`src/rtl/fetch_sequencer.sv`:
```
// Fetch stage: owns the PC, issues single-beat instruction reads, hands each word to decode
// over valid/ready and resolves format-2'b10 branches against the last ALU result.
module fetch_sequencer #(
    parameter int unsigned ADDR_W  = 8,
    parameter int unsigned INSTR_W = 16,
    parameter int unsigned DATA_W  = 16,
    parameter logic [ADDR_W-1:0] RESET_PC = '0
) (
    input  logic               clk,
    input  logic               reset,
    output logic               mem_req,
    output logic [ADDR_W-1:0]  mem_addr,
    input  logic               mem_rvalid,
    input  logic [INSTR_W-1:0] mem_rdata,
    output logic               instr_valid,
    input  logic               instr_ready,
    output logic [INSTR_W-1:0] instr,
    output logic [ADDR_W-1:0]  instr_pc,
    input  logic [DATA_W-1:0]  last_alu_result,
    output logic               branch_taken,
    output logic [ADDR_W-1:0]  pc
);

    if (INSTR_W < ADDR_W + 4) begin : g_bad_width
        $error("fetch_sequencer: INSTR_W must be >= ADDR_W + 4");
    end

    typedef enum logic [1:0] {StFetch, StWait, StIssue} state_e;

    state_e            state;
    logic [1:0]        br_format;
    logic [1:0]        br_cond;
    logic [ADDR_W-1:0] br_target;
    logic              cond_met;
    logic              branch_hit;
    logic [ADDR_W-1:0] next_pc;

    // Branch resolution on the word currently offered to decode.
    always_comb begin
        br_format = instr[1:0];
        br_cond   = instr[3:2];
        br_target = instr[ADDR_W+3:4];
        cond_met  = 1'b0;
        case (br_cond)
            2'b00:   cond_met = (last_alu_result == DATA_W'(0));
            2'b01:   cond_met = (last_alu_result == DATA_W'(1));
            2'b10:   cond_met = (last_alu_result == DATA_W'(2));
            default: cond_met = 1'b1;
        endcase
        branch_hit = (br_format == 2'b10) && cond_met;
        next_pc    = branch_hit ? br_target : pc + ADDR_W'(1);
    end

    always_ff @(posedge clk or negedge reset) begin
        if (!reset) begin
            state        <= StFetch;
            pc           <= RESET_PC;
            mem_req      <= 1'b0;
            mem_addr     <= '0;
            instr_valid  <= 1'b0;
            instr        <= '0;
            instr_pc     <= '0;
            branch_taken <= 1'b0;
        end else begin
            case (state)
                StFetch: begin
                    mem_req      <= 1'b1;
                    mem_addr     <= pc;
                    branch_taken <= 1'b0;
                    state        <= StWait;
                end
                StWait: begin
                    mem_req <= 1'b0;
                    if (mem_rvalid) begin
                        instr       <= mem_rdata;
                        instr_pc    <= pc;
                        instr_valid <= 1'b1;
                        state       <= StIssue;
                    end
                end
                StIssue: begin
                    // Responses seen here are stray and must not disturb the held word.
                    if (instr_ready) begin
                        instr_valid  <= 1'b0;
                        pc           <= next_pc;
                        branch_taken <= branch_hit;
                        state        <= StFetch;
                    end
                end
                default: state <= StFetch;
            endcase
        end
    end

endmodule

```
`config.mk`:
```
export PLATFORM = sky130hd
export DESIGN_NAME = fetch_sequencer
export DESIGN_NICKNAME = d
export VERILOG_FILES = /design/src/rtl/fetch_sequencer.sv
export SDC_FILE = /design/constraint.sdc
export NUM_CORES = 1
export LEC_CHECK = 0
export CAP_MARGIN = 5
export CORE_ASPECT_RATIO = 1.1
export CORE_MARGIN = 5
export CORE_UTILIZATION = 47
export DETAILED_ROUTE_END_ITERATION = 16
export PLACE_DENSITY_LB_ADDON = 0.25
export RECOVER_POWER = 25
export SLEW_MARGIN = 20
export SYNTH_ARGS = -nofsm -noshare
export SYNTH_HDL_FRONTEND = slang
export SYNTH_SLANG_ARGS = --single-unit
```
`constraint.sdc`:
```
create_clock -name clk -period 3.15 [get_ports clk]
set_input_delay 0.7875 -clock clk [delete_from_list [all_inputs] [get_ports clk]]
set_output_delay 0.7875 -clock clk [all_outputs]
set_load 0.01 [all_outputs]
```
==> metrics.cfg, run 1 <==
[status]
status = finished clean

[sta]
worst_pin_slew_ps = 1070
hold_viol = 0
holdWs_ps = 487
report.final.slew_viol_count = 0
skew_ps = 4.63
maxSlewHeadroom_pct = 28.8
finalSetupViolCount = 0
rsz0062_at_grt = false
period_share_pct = 75.9
fmax_mhz = 418
fin_crit_ps = 2390
setup_tns_ps = 0

[floorplan]
initial_core_util_pct = 48.0
rows = 25
die_y_um = 79.4
io_pins = 79
die_x_um = 73.1
die-area_um2 = 5800
core_area_um2 = 4290

[worst_setup_path]
crit_start = last_alu_result[10]
r2r-end = pc[3]
r2r-start = instr[2]
critical_path_class = input pin to flip-flop
rrSetupSlack_ps = 1030
reg2regPathDepth = 6
critPathMaxFanout = 11
worstPathRequired_ps = 3350
setup.worst_path.end_class = flip-flop
arrival_ps = 2590
start_kind = input pin
crit_end = pc[3]

[run]
max_cap_viol_count = 0

[cells_and_area]
final_core_util_pct = 69.3
area_growth_pct = 44.3
nets = 285
final_common_cell = clkdlybuf4s50_1
final_cell_mix = 77 x clkdlybuf4s50_1, 45 x dfrtp_1, 32 x mux2_2
finalInstanceArea_um2 = 2970
multi_input_area_um2 = 878
seqCellArea_um2 = 1130
fillerInstances = 346
post_route_cells_drive_above_1_share_pct = 19.5
diodes = 0

[power_and_ir_drop]
p_total_mw = 2.48
sw_frac_of_total_pct = 33.6
p_leak_nw = 1.18
vdd_drop_max_uv = 444
p_seq_share_pct = 38.2
power_density_nw_per_um2 = 835
p_clk_share_pct = 14.5
switchingPower_mw = 0.834
p_int_mw = 1.65
p_comb_share_pct = 47.3

[yosys]
synth.area.top_cells = dfrtp_1 55%, mux2_2 18%, nand2_1 3.5%
syn_inst = 166
syn_nets = 206
ys_seq_elements = 45
synth_cell_type_count = 37
yosysTopAreaCellShare_pct = 54.7
synth_edf_count = 0
netlist_area_um2 = 2060
yosysWarningCount = 0
synthFlopType = dfrtp_1
synth_area_leader_cell = dfrtp_1
async_flop_share_pct = 100
seq_area_frac_synth_pct = 54.7
syn_area_per_cell_um2 = 12.4

[clock_tree]
clk_pin_slew_ps = 80
clk_latency_ps = 290
cts_tree = built
cts.sinks = 45
cts_buffers = 5
cts_resized = 0
post-cts-setup-buffers = 0
ctsLongestPathBuffers = 2
cts_root_buf = clkbuf_8
h-tree-depth = 2
hold_buffers = 0

[placed_design]
io_buffers = 78
gp_congestion = 0.714
dpl_cell_area_um2 = 2870
dpl.hpwl_mm = 3.59

[global_route]
grt_max_degree = 46
grt_pass1_wl_mm = 7.71
first_global_vias = 1603
track_usage_pct = 17.1
antenna_found_initial = 0
overflow = 0

[detailed_routing]
wl_per_cell_um = 15.5
drcViolationCount = 0
first_pass_iters = 4
routed_wl_mm = 4.64
vias = 1584
viasPerCell = 5.28
postRouteAntennaNets = 0
drtIter0Drc = 74

[hold_path]
hold_path.class = flip-flop to flip-flop

[cell families (layout without fill, tap and decap cells)]
group	count (synthesis)	in the layout	synth area share, %
simple gates	49	49	13.9
flops	45	45	54.7
mux	32	32	17.5
compound gates	25	25	8.88
buf+inv	11	91	2.61
fa+ha+maj	4	4	2.43
[flip-flops by register name, summed over array words and instances (netlist names)]
| name | count |
|---|---|
| branch_taken | 1 |
| instr | 16 |
| instr_pc | 8 |
| instr_valid | 1 |
| mem_addr | 8 |
| mem_req | 1 |
| pc | 8 |
| state | 2 |
[Yosys cell counts, types with 3 or more instances]
| cell | number |
|---|---|
| dfrtp_1 | 45 |
| mux2_2 | 32 |
| nand2_1 | 19 |
| o211ai_1 | 6 |
| o22ai_1 | 6 |
| nor4_1 | 5 |
| buf_2 | 4 |
| ha_1 | 4 |
| inv_1 | 3 |
| nand3_1 | 3 |
| o21a_1 | 3 |
| o21ai_0 | 3 |
[per-stage QoR]
step           worst slack (ps)  std cells
6_report                    759        300
5_1_grt                     546        300
4_1_cts                     782        300
3_5_place_dp                482        292
3_3_place_gp                546        292
2_1_floorplan              1290        166
[per-layer routing]
layer | global-route usage [%] | part of all wire (%) | wire (um) | up-vias
met4 | 4.24 | 0.67 | 31 | 0
met1 | 21.1 | 39 | 1810 | 777
met2 | 28.8 | 54 | 2510 | 43
li1 | - | - | - | 760
met5 | 0 | 0 | 0 | -
met3 | 5.67 | 6.2 | 287 | 4
[power by group through the flow]
stage / Sequential (mW) / Clock (mW) / Combinational, mW
after floorplan: 1.02 / 0 / 0.555
after global placement: 0.952 / 0 / 1.15
after detailed placement: 0.963 / 0 / 1.18
after CTS: 0.952 / 0.375 / 1.19
after global routing: 0.987 / 0.405 / 1.27
final: 0.947 / 0.360 / 1.17
[worst min-delay path by stage]
stage | depth (start not counted) | endpoint | from
final | 1 | mem_req | mem_req
after detailed placement | 1 | mem_req | mem_req
after CTS | 1 | mem_req | mem_req
after floorplan | 0 | branch_taken | reset
after global placement | 2 | instr_valid | instr_valid
after global routing | 1 | mem_req | mem_req
[critical path, cell delays in order]
cell             delay, ps
clkdlybuf4s50_1        410
nor4_1                 270
a41oi_1                420
or2_1                  470
o211ai_1               220
[layout make-up]
| cell class | instances | area share, % |
|---|---|---|
| Sequential cell | 45 | 37.9 |
| Multi-Input combinational cell | 110 | 29.6 |
| Timing Repair Buffer | 80 | 26.6 |
| Clock buffer | 6 | 2.78 |
| Tap cell | 54 | 2.27 |
| Clock inverter | 2 | 0.463 |
| Inverter | 3 | 0.379 |
Power figures use the tool's default switching activity.
==> run 2: changes to the inputs <==
--- a/config.mk
+++ b/config.mk
@@ -8,7 +8,7 @@
 export CAP_MARGIN = 5
 export CORE_ASPECT_RATIO = 1.1
 export CORE_MARGIN = 5
-export CORE_UTILIZATION = 47
+export CORE_UTILIZATION = 39
 export DETAILED_ROUTE_END_ITERATION = 16
 export PLACE_DENSITY_LB_ADDON = 0.25
 export RECOVER_POWER = 25
==> constraint.sdc (replaced) <==
create_clock -name clk -period 1.9 [get_ports clk]
set_input_delay 0.475 -clock clk [delete_from_list [all_inputs] [get_ports clk]]
set_output_delay 0.475 -clock clk [all_outputs]
set_load 0.01 [all_outputs]
==> run 2 against run 1 <==
Cell count rose by 5.3%. Sequential power is 64% higher. Sequential share of layout area decreased by 2.2 points. Non-clock buffer count rose by 12. Total power up 77%. Critical path depth down 4. Die area grew 18%. Global-route usage decreased by 2.5 points. Design area rose by 6.2%. First-iteration DRC count rose by 73%. Clock skew increased by 6.8 ps.
==> metrics.cfg, run 2 (synthesis gave the netlist of run 1 again) <==
[status]
status = finished clean

[detailed_routing]
drtIter0Drc = 128
first_pass_iters = 4
wl_per_cell_um = 15.5
routed_wl_mm = 4.91
postRouteAntennaNets = 0
drcViolationCount = 0
viasPerCell = 5.13
vias = 1620

[worst_setup_path]
crit_start = pc[0]
critical_path_class = flip-flop to primary output
r2r-end = pc[4]
cp_num_buf_inv = 1
reg2regPathDepth = 8
critical_path.max_stage_delay_ps = 580
crit_cells = 1
r2r-start = instr[2]
crit_end = pc[0]
critPathMaxFanout = 7
cp_slowest_cell = clkdlybuf4s50_1
arrival_ps = 1350
start_kind = flip-flop
crit_family = buffers and inverters
path_cells = clkdlybuf4s50_1
rrSetupSlack_ps = 130
setup.worst_path.end_class = primary output
worstPathRequired_ps = 1420

[floorplan]
die-area_um2 = 6830
rows = 27
core_area_um2 = 5070
io_pins = 79
die_x_um = 79.3
initial_core_util_pct = 40.6
die_y_um = 86.2

[clock_tree]
cts_tree = built
hold_buffers = 0
cts_buffers = 5
cts.sinks = 45
clk_latency_ps = 300
ctsLongestPathBuffers = 2
post-cts-setup-buffers = 0
clk_pin_slew_ps = 90
h-tree-depth = 2
cts_root_buf = clkbuf_8

[cells_and_area]
fillerInstances = 431
largest_reg_flops = 16
nets = 297
post_route_cells_drive_above_1_share_pct = 25.6
regMostFlops = instr
area_growth_pct = 53.3
final_cell_mix = 77 x clkdlybuf4s50_1, 45 x dfrtp_1, 32 x mux2_2
final_common_cell = clkdlybuf4s50_1
diodes = 0

[run]
max_cap_viol_count = 0

[sta]
period_share_pct = 95.9
fin_crit_ps = 1820
report.final.slew_viol_count = 0
setup_tns_ps = 0
finalSetupViolCount = 0
worst_slack_ps = 78.5
skew_ps = 11.4
maxSlewHeadroom_pct = 25.4
fmax_mhz = 549
worst_pin_slew_ps = 1120
hold_viol = 0

[global_route]
first_global_vias = 1595
grt_pass1_wl_mm = 7.84
track_usage_pct = 14.6
overflow = 0
grt_max_degree = 26
antenna_found_initial = 0

[placed_design]
dpl.hpwl_mm = 3.83
io_buffers = 78
gp_congestion = 0.815
dpl_worst_slack_ps = -245

[power_and_ir_drop]
power_density_nw_per_um2 = 1390
vdd_drop_max_uv = 758
p_leak_nw = 1.26

[hold_path]
hold_path.class = input pin to asynchronous set/reset pin

-- run 2: cell types whose count changed in the layout (fill, tap and decap cells not counted), sizes merged --
| cell | previous run | this run |
|---|---|---|
| clkbuf | 7 | 9 |
| buf | 2 | 13 |
| clkinv | 2 | 1 |
-- run 2: stage by stage --
step           hold slack (ps)  area, um2  power, mW  instances  util (%)
2_1_floorplan              179       2060       2.60        166         -
3_3_place_gp               460       3020       3.68        308      59.6
3_5_place_dp               461       3020       3.72        308      59.6
4_1_cts                    152       3120       4.37        316      61.6
5_1_grt                    457       3150       4.68        316      62.2
6_report                   365       3150       4.38        316      62.2
-- run 2: worst min-delay path by stage --
stage,slack [ps],to,cells after the start
5_1_grt,460,instr_pc[0],1
3_3_place_gp,460,instr_pc[0],1
4_1_cts,150,mem_addr[4],1
3_5_place_dp,460,instr_valid,2
6_report,360,mem_addr[4],1
2_1_floorplan,180,branch_taken,0
-- run 2: final cells by class --
cell class	count	area, um2	share of cell area, %
Timing Repair Buffer	92	915	29.0
Clock buffer	7	96.3	3.05
Sequential cell	45	1130	35.7
Multi-Input combinational cell	110	928	29.4
Inverter	3	11.3	0.357
Clock inverter	1	5.00	0.159
Tap cell	58	72.6	2.30
-- run 2: routing by layer --
layer  track usage, %  part of all wire [%]  vias up
met3             4.37                   5.1       10
met2             24.0                    50       48
met5                0                     0        -
met1             18.7                    42      779
li1                 -                     -      783
met4             4.53                   2.3        0
-- run 2: timing repair --
| item | 4_1_cts | 5_1_grt |
|---|---|---|
| endpoints found under the hold margin | 0 | 0 |
| gates resized for setup | 1 | 8 |
| setup endpoints to repair | 3 | 8 |
| pin swaps | 0 | 1 |
-- run 2: where the power goes --
group | total, mW | switching (mW) | internal (mW)
Combinational | 2.18 | 0.866 | 1.32
Sequential | 1.55 | 0.259 | 1.29
Clock | 0.645 | 0.317 | 0.329
==> run 3: changes to the inputs <==
--- a/config.mk
+++ b/config.mk
@@ -9,10 +9,10 @@
 export CORE_ASPECT_RATIO = 1.1
 export CORE_MARGIN = 5
 export CORE_UTILIZATION = 39
+export CTS_BUF_LIST = sky130_fd_sc_hd__clkbuf_16
 export DETAILED_ROUTE_END_ITERATION = 16
 export PLACE_DENSITY_LB_ADDON = 0.25
 export RECOVER_POWER = 25
-export SLEW_MARGIN = 20
 export SYNTH_ARGS = -nofsm -noshare
 export SYNTH_HDL_FRONTEND = slang
 export SYNTH_SLANG_ARGS = --single-unit
==> run 3 against run 2 <==
Combinational power about the same. Clock skew down 5.7 ps. Design area up 1.6%. Die area unchanged. Largest power group unchanged.
==> metrics.cfg, run 3 (synthesis gave the netlist of run 1 again) <==
[worst_setup_path]
crit_start = last_alu_result[5]
reg2regPathDepth = 8
r2r-end = pc[4]
crit_end = pc[4]
arrival_ps = 1990
setup.worst_path.end_class = flip-flop
path_cells = clkdlybuf4s50_1 -> nor4_2 -> a41oi_2 -> buf_4 -> o22ai_1 -> o211ai_1
worstPathRequired_ps = 2050
critPathMaxFanout = 7
start_kind = input pin
critical_path.max_stage_delay_ps = 410
rrSetupSlack_ps = 100
critical_path_class = input pin to flip-flop
r2r-start = instr[3]
cp_slowest_cell = clkdlybuf4s50_1

[sta]
worst_pin_slew_ps = 1210
hold_viol = 0
worst_slack_ps = 64.3
fin_crit_ps = 1840
fmax_mhz = 545
report.final.slew_viol_count = 0
skew_ps = 5.71
finalSetupViolCount = 0
maxSlewHeadroom_pct = 19.5
setup_tns_ps = 0
rsz0062_at_grt = true
period_share_pct = 96.6

[global_route]
first_global_vias = 1619
grt_pass1_wl_mm = 7.94
antenna_found_initial = 0
grt_max_degree = 26
track_usage_pct = 15.0
overflow = 0

[cells_and_area]
regMostFlops = instr
area_growth_pct = 55.7
finalInstanceArea_um2 = 3210
final_cell_mix = 77 x clkdlybuf4s50_1, 45 x dfrtp_1, 32 x mux2_2
largest_reg_flops = 16
diodes = 0
final_common_cell = clkdlybuf4s50_1
post_route_cells_drive_above_1_share_pct = 24.8
nets = 297

[placed_design]
dpl_cell_area_um2 = 3020
gp_congestion = 0.815
dpl.hpwl_mm = 3.83
io_buffers = 78
dpl_worst_slack_ps = -245

[floorplan]
initial_core_util_pct = 40.6
die_y_um = 86.2
die-area_um2 = 6830
rows = 27
io_pins = 79
core_area_um2 = 5070
die_x_um = 79.3

[clock_tree]
cts.sinks = 45
cts_root_buf = clkbuf_16
clk_pin_slew_ps = 60
hold_buffers = 0
cts_buffers = 5
cts_tree = built
h-tree-depth = 2
post-cts-setup-buffers = 0
clk_latency_ps = 280
ctsLongestPathBuffers = 2

[power_and_ir_drop]
p_leak_nw = 1.28
p_total_mw = 4.56
power_density_nw_per_um2 = 1420
vdd_drop_max_uv = 805

[detailed_routing]
postRouteAntennaNets = 0
drtIter0Drc = 107
first_pass_iters = 4
wl_per_cell_um = 15.7
routed_wl_mm = 4.96
viasPerCell = 5.10
vias = 1612
drcViolationCount = 0

[status]
status = finished clean

[run]
max_cap_viol_count = 0

[hold_path]
hold_path.class = input pin to asynchronous set/reset pin

run 3: cell type report:
class / instances / area [um2]
Fill cell: 424 / 1860
Tap cell: 58 / 72.6
Sequential cell: 45 / 1130
Clock inverter: 3 / 12.5
Clock buffer: 5 / 125
Timing Repair Buffer: 92 / 930
Multi-Input combinational cell: 110 / 928
Inverter: 3 / 11.3
run 3: metrics by stage:
stage | util (%) | hold slack (ps) | std cells
3_5_place_dp | 59.6 | 461 | 308
5_1_grt | 63.3 | 515 | 316
6_report | 63.3 | 426 | 316
3_3_place_gp | 59.6 | 460 | 308
4_1_cts | 62.3 | 178 | 316
2_1_floorplan | - | 179 | 166
run 3: repair_timing:
item,in CTS,in global routing
pin swaps,0,1
endpoints found under the setup margin,2,8
resized for setup,1,8
run 3: report_power, final:
group          switching [mW]  internal (mW)  leakage [nW]
Sequential              0.260           1.30         0.478
Clock                   0.336          0.475        0.0687
Combinational           0.871           1.32         0.736
Total                    1.47           3.10          1.28
run 3: worst min-delay path by stage:
stage / from / to / slack, ps / cells after the start
after global routing: reset / instr_pc[0] / 520 / 1
final: reset / mem_addr[0] / 430 / 1
after detailed placement: instr_valid / instr_valid / 460 / 2
after floorplan: reset / branch_taken / 180 / 0
after CTS: reset / instr_pc[0] / 180 / 1
after global placement: reset / instr_pc[0] / 460 / 1
run 3: critical path: cells and delay by family:
family,cells,cell delay (ps)
AOI/OAI and AO/OA,3,530
buffers and inverters,2,620
and+or+nand+nor,1,350
run 3: metal layers:
metal / share of wire, % / GRT usage, % / vias up
li1: - / - / 783
met1: 43 / 18.7 / 787
met2: 51 / 24.1 / 34
met3: 4.2 / 4.68 / 8
met4: 1.9 / 6.09 / 0
met5: 0 / 0 / -
==> edit 1, RTL diff (config.mk and constraints of run 2) <==
The parameter `ADDR_W` goes from 8 to 9.
--- a/src/rtl/fetch_sequencer.sv
+++ b/src/rtl/fetch_sequencer.sv
@@ -2,5 +2,5 @@
 // over valid/ready and resolves format-2'b10 branches against the last ALU result.
 module fetch_sequencer #(
-    parameter int unsigned ADDR_W  = 8,
+    parameter int unsigned ADDR_W  = 9,
     parameter int unsigned INSTR_W = 16,
     parameter int unsigned DATA_W  = 16,
Interface: changed (resized instr_pc, mem_addr and pc); port bits go from 79 to 82. No check against the original RTL was run, so the function may have changed too.
==> edit 1 against run 2 <==
  * Sequential power rose by 25%
  * Final area up 5.2%
  * Sequential cell count up 3
  * Setup slack worse by 0.038 ns
  * Total power rose by 20%
  * Critical path type is now register to register
  * Highest routed layer unchanged
  * Wire length grew 8.9%
  * Largest cell class unchanged
  * Hold slack better by 0.12 ns
  * Synthesized area is 5.8% higher
==> edit 1: results (changes against run 2) <==
metric,value,unit,change
crit_type,register to register,,
antenna_found_initial,0,,unchanged
fill_cells,470,,+9.0%
status,"complete, no violations",,
nets,303,,+2.0%
crit_family,compound AO/OA/AOI/OAI gates,,
total_power,5.26,mW,+20%
first_global_vias,1832,,+15%
yosys-mux-area-fraction,18.7,%,+1.2 points
seqCellArea,0.00120,mm2,+6.9%
cts_buffer_depth,2,,unchanged
synth-compound-area-share,11.0,%,+2.2 points
synth_area_leaders,"dfrtp_1 55%, mux2_2 16%, mux2i_1 3.2%",,
dp.cells,330,,+7.1%
post-place-ws,-0.229,ns,+0.0158 ns
crit_fanout,6,,-1
clk-power,0.570,mW,-12%
largest_register_ff_count,16,,unchanged
r2r-end,pc[4],,
dp_hpwl,3940,um,+2.9%
cts_resized,2,,+1
hold_class,primary input to asynchronous set/reset pin,,
largest-register,instr,,
hold_ws,0.490,ns,+0.125 ns
via_per_inst,4.99,,-2.8%
vdd_drop_max,0.722,mV,-4.7%
fin_skew,0.00904,ns,-0.00236 ns
synth_fa_ha_area_share,2.30,%,-0.13 points
vias,1685,,+4.0%
drive_gt1_share,28.5,%,+2.9 points
pwr-share-seq,36.8,%,+1.4 points
dpl_cell_area,0.00316,mm2,+4.5%
place.gp.congestion,0.776,,-4.8%
leakage,1.41,nW,+12%
post_cts_buffers,0,,unchanged
cpMaxStageDelayCell,dfrtp_2,,
yosysSeqAreaShare,55.2,%,+0.46 points
syn-num-nets,209,,+1.5%
synthCells,169,,+1.8%
synthTopCellsByCount,"48 x dfrtp_1, 30 x mux2_2, 12 x nand2_1",,
track_usage,15.2,%,+0.58 points
period_share,97.8,%,+2.0 points
max-slew-margin-rel,21.5,%,-3.9 points
grt_start_max_net_pins,49,,+88%
port_buffers,81,,+3.8%
switching_share,34.6,%,+1.7 points
routed_wl,5350,um,+8.9%
cp_data_arrival_time,2.04,ns,+0.69 ns
synth_flop_cell,dfrtp_1,,
grt_first_pass_wirelength,8490,um,+8.4%
drt_iter0_drc,68,,-47%
synthDistinctLibCells,30,,-19%
clkTransAtPathRegs,0.09,ns,about the same
cpPeakStageDelay,0.45,ns,-0.13 ns
r2r-start,instr[3],,
==> edit 1: changes by cell type after synthesis, sizes merged, moves of 6 or more <==
cell,run 2,this run
o21ai,3,10
a21oi,1,7
nand2,19,12
o211ai,6,0
mux2i,0,7
o22ai,6,0
==> edit 1: layer usage <==
metal  track usage, %  share of wire, %  up-vias
li1                 -                 -      795
met1             19.4                44      822
met2             25.5                47       64
met3             5.19               9.0        4
met4             2.76              0.64        0
met5                0                 0        -
==> edit 1: layout make-up <==
| class | count | share of cell area [%] |
|---|---|---|
| Sequential cell | 48 | 36.3 |
| Multi-Input combinational cell | 107 | 29.3 |
| Timing Repair Buffer | 94 | 28.5 |
| Tap cell | 75 | 2.83 |
| Clock buffer | 6 | 2.19 |
| Inverter | 7 | 0.792 |
| Clock inverter | 1 | 0.151 |
==> edit 1: kinds of logic after synthesis <==
group,Yosys count
fa+ha+maj,4
simple gates,37
mux,37
compound gates,29
buf+inv,14
flops,48
==> edit 2, RTL diff (settings of run 2) <==
Made on the original files. The 3 states of `state_e` get a one-hot encoding in 3 bits.
--- a/src/rtl/fetch_sequencer.sv
+++ b/src/rtl/fetch_sequencer.sv
@@ -26,5 +26,5 @@
     end
 
-    typedef enum logic [1:0] {StFetch, StWait, StIssue} state_e;
+    typedef enum logic [2:0] {StFetch = 3'b001, StWait = 3'b010, StIssue = 3'b100} state_e;
 
     state_e            state;
Check against the original RTL: same outputs for any inputs over 10 cycles, from zero or initial values and one cycle with reset low; not proved beyond that.
==> edit 2 against run 2 <==
  * Final area up 3.6%
  * Setup slack worse by 0.14 ns
  * The run now ends with negative setup slack left
  * Sequential cell count up 1
  * Largest power group unchanged
  * Highest routed layer unchanged
  * Hold slack better by 0.023 ns
  * Synthesized area up 2.9%
  * Critical path type is now register to register
  * Total power down 7.5%
  * Fmax down 7.2%
  * Wire length up 7.3%
==> edit 2: results (changes against run 2) <==
metric,value,unit,change
crit_fanout,8,,+1
max-slew-margin-rel,21.4,%,-4.0 points
drt_iter0_drc,72,,-44%
h-tree-depth,2,,unchanged
clkTransAtPathRegs,0.08,ns,
status,"complete, but fails checks",,
cp_data_arrival_time,2.13,ns,+0.78 ns
syn-num-nets,210,,+1.9%
synth_top_area_share,53.2,%,-1.6 points
drive_gt1_share,27.1,%,+1.5 points
first_global_vias,1747,,+9.5%
fin_skew,0.00782,ns,-0.00358 ns
synthTopCellsByCount,"45 x dfrtp_1, 30 x mux2_2, 10 x nand2_1",,
yosysSeqAreaShare,54.4,%,-0.31 points
grt_first_pass_wirelength,8360,um,+6.6%
synthDistinctLibCells,41,,+11%
grt_start_max_net_pins,23,,-12%
place.gp.congestion,0.803,,-1.4%
leakage,1.33,nW,+5.1%
finalSetupViolCount,7,,+7
synth_area_leaders,"dfrtp_1 53%, mux2_2 16%, ha_1 2.4%",,
dp_hpwl,3860,um,+0.57%
ys_ff_latch,46,,+2.2%
worst_slack,-0.0631,ns,-0.142 ns
post-place-ws,-0.600,ns,-0.356 ns
wl_per_cell,15.1,um,-2.5%
vdd_drop_max,0.687,mV,-9.4%
dpl_cell_area,0.00309,mm2,+2.4%
violations,negative setup slack,,
vias,1708,,+5.4%
switching_share,32.8,%,-0.14 points
hold_class,primary input to asynchronous set/reset pin,,
track_usage,15.6,%,+0.91 points
nets,312,,+5.1%
==> edit 2: cell count changes in the layout (fill, tap and decap cells not counted), moves of 4 or more <==
cell,before,now
nor2_1,2,7
mux2i_1,0,4
o211ai_1,6,2
o21ai_0,2,6
o22ai_1,5,0
nand2_1,19,10
buf_4,10,19
a21oi_1,1,5
and3_1,0,4
==> edit 2: area by class of cell <==
| class | count | area [um2] |
|---|---|---|
| tap | 75 | 93.8 |
| multi-input combinational | 110 | 943 |
| clock buffer | 7 | 86.3 |
| timing repair buffer | 101 | 955 |
| sequential | 46 | 1150 |
| clock inverter | 1 | 5.00 |
| fill | 457 | 2060 |
| inverter | 8 | 30.0 |
==> edit 2: logic make-up after synthesis <==
group,share of synthesized area (%)
and+or+nand+nor,13.5
DFF,54.4
muxes,17.8
AOI/OAI and AO/OA,8.09
buffers and inverters,3.78
adders and majority gates,2.36
==> edit 2: final timing paths <==
path | to | cells past startpoint | startpoint | slack [ns]
setup reg to reg | pc[4] | 8 | instr[3] | -0.06
max in group asynchronous | instr[6] | 2 | reset | 0.44
setup / recovery | pc[4] | 8 | instr[3] | -0.06
min in group clk | mem_req | 2 | mem_req | 0.50
hold reg to reg | mem_req | 2 | mem_req | 0.50
hold / removal | state[2] | 1 | reset | 0.39
==> edit 2: critical path, cell delays in order (launching register included) <==
cell      delay, ns
dfrtp_1        0.40
inv_2          0.06
ha_4           0.26
and4bb_2       0.27
o41ai_4        0.09
buf_4          0.17
a21oi_4        0.25
mux2i_1        0.25
a22oi_1        0.09
==> edit 2: metal layers <==
layer  wire, um  share of wire, %  GRT usage [%]
met4         51              0.97           4.76
met2       2770                53           26.9
met1       2170                41           18.8
met3        276               5.2           4.35
met5          0                 0              0
==> edit 2: stage by stage <==
step	TNS, ns	instances
5_1_grt	-0.881	348
3_3_place_gp	-4.75	333
3_5_place_dp	-5.19	333
6_report	-0.292	348
4_1_cts	-0.0985	346
2_1_floorplan	0	170
==> edit 2: repair_timing <==
action | in CTS | in global routing
hold buffers | 0 | 0
endpoints found under the hold margin | 0 | 0
cloned | 1 | 0
resized for setup | 6 | 4
setup endpoints to repair | 9 | 10
setup buffers | 4 | 2
pin swaps | 4 | 2
==> edit 2: power groups by stage <==
stage | Clock (mW) | Sequential [mW] | Combinational, mW
after CTS | 0.626 | 1.61 | 1.85
after global placement | 0 | 1.62 | 1.76
after floorplan | 0 | 1.68 | 0.764
after global routing | 0.661 | 1.67 | 1.99
after detailed placement | 0 | 1.62 | 1.78
final | 0.603 | 1.61 | 1.84
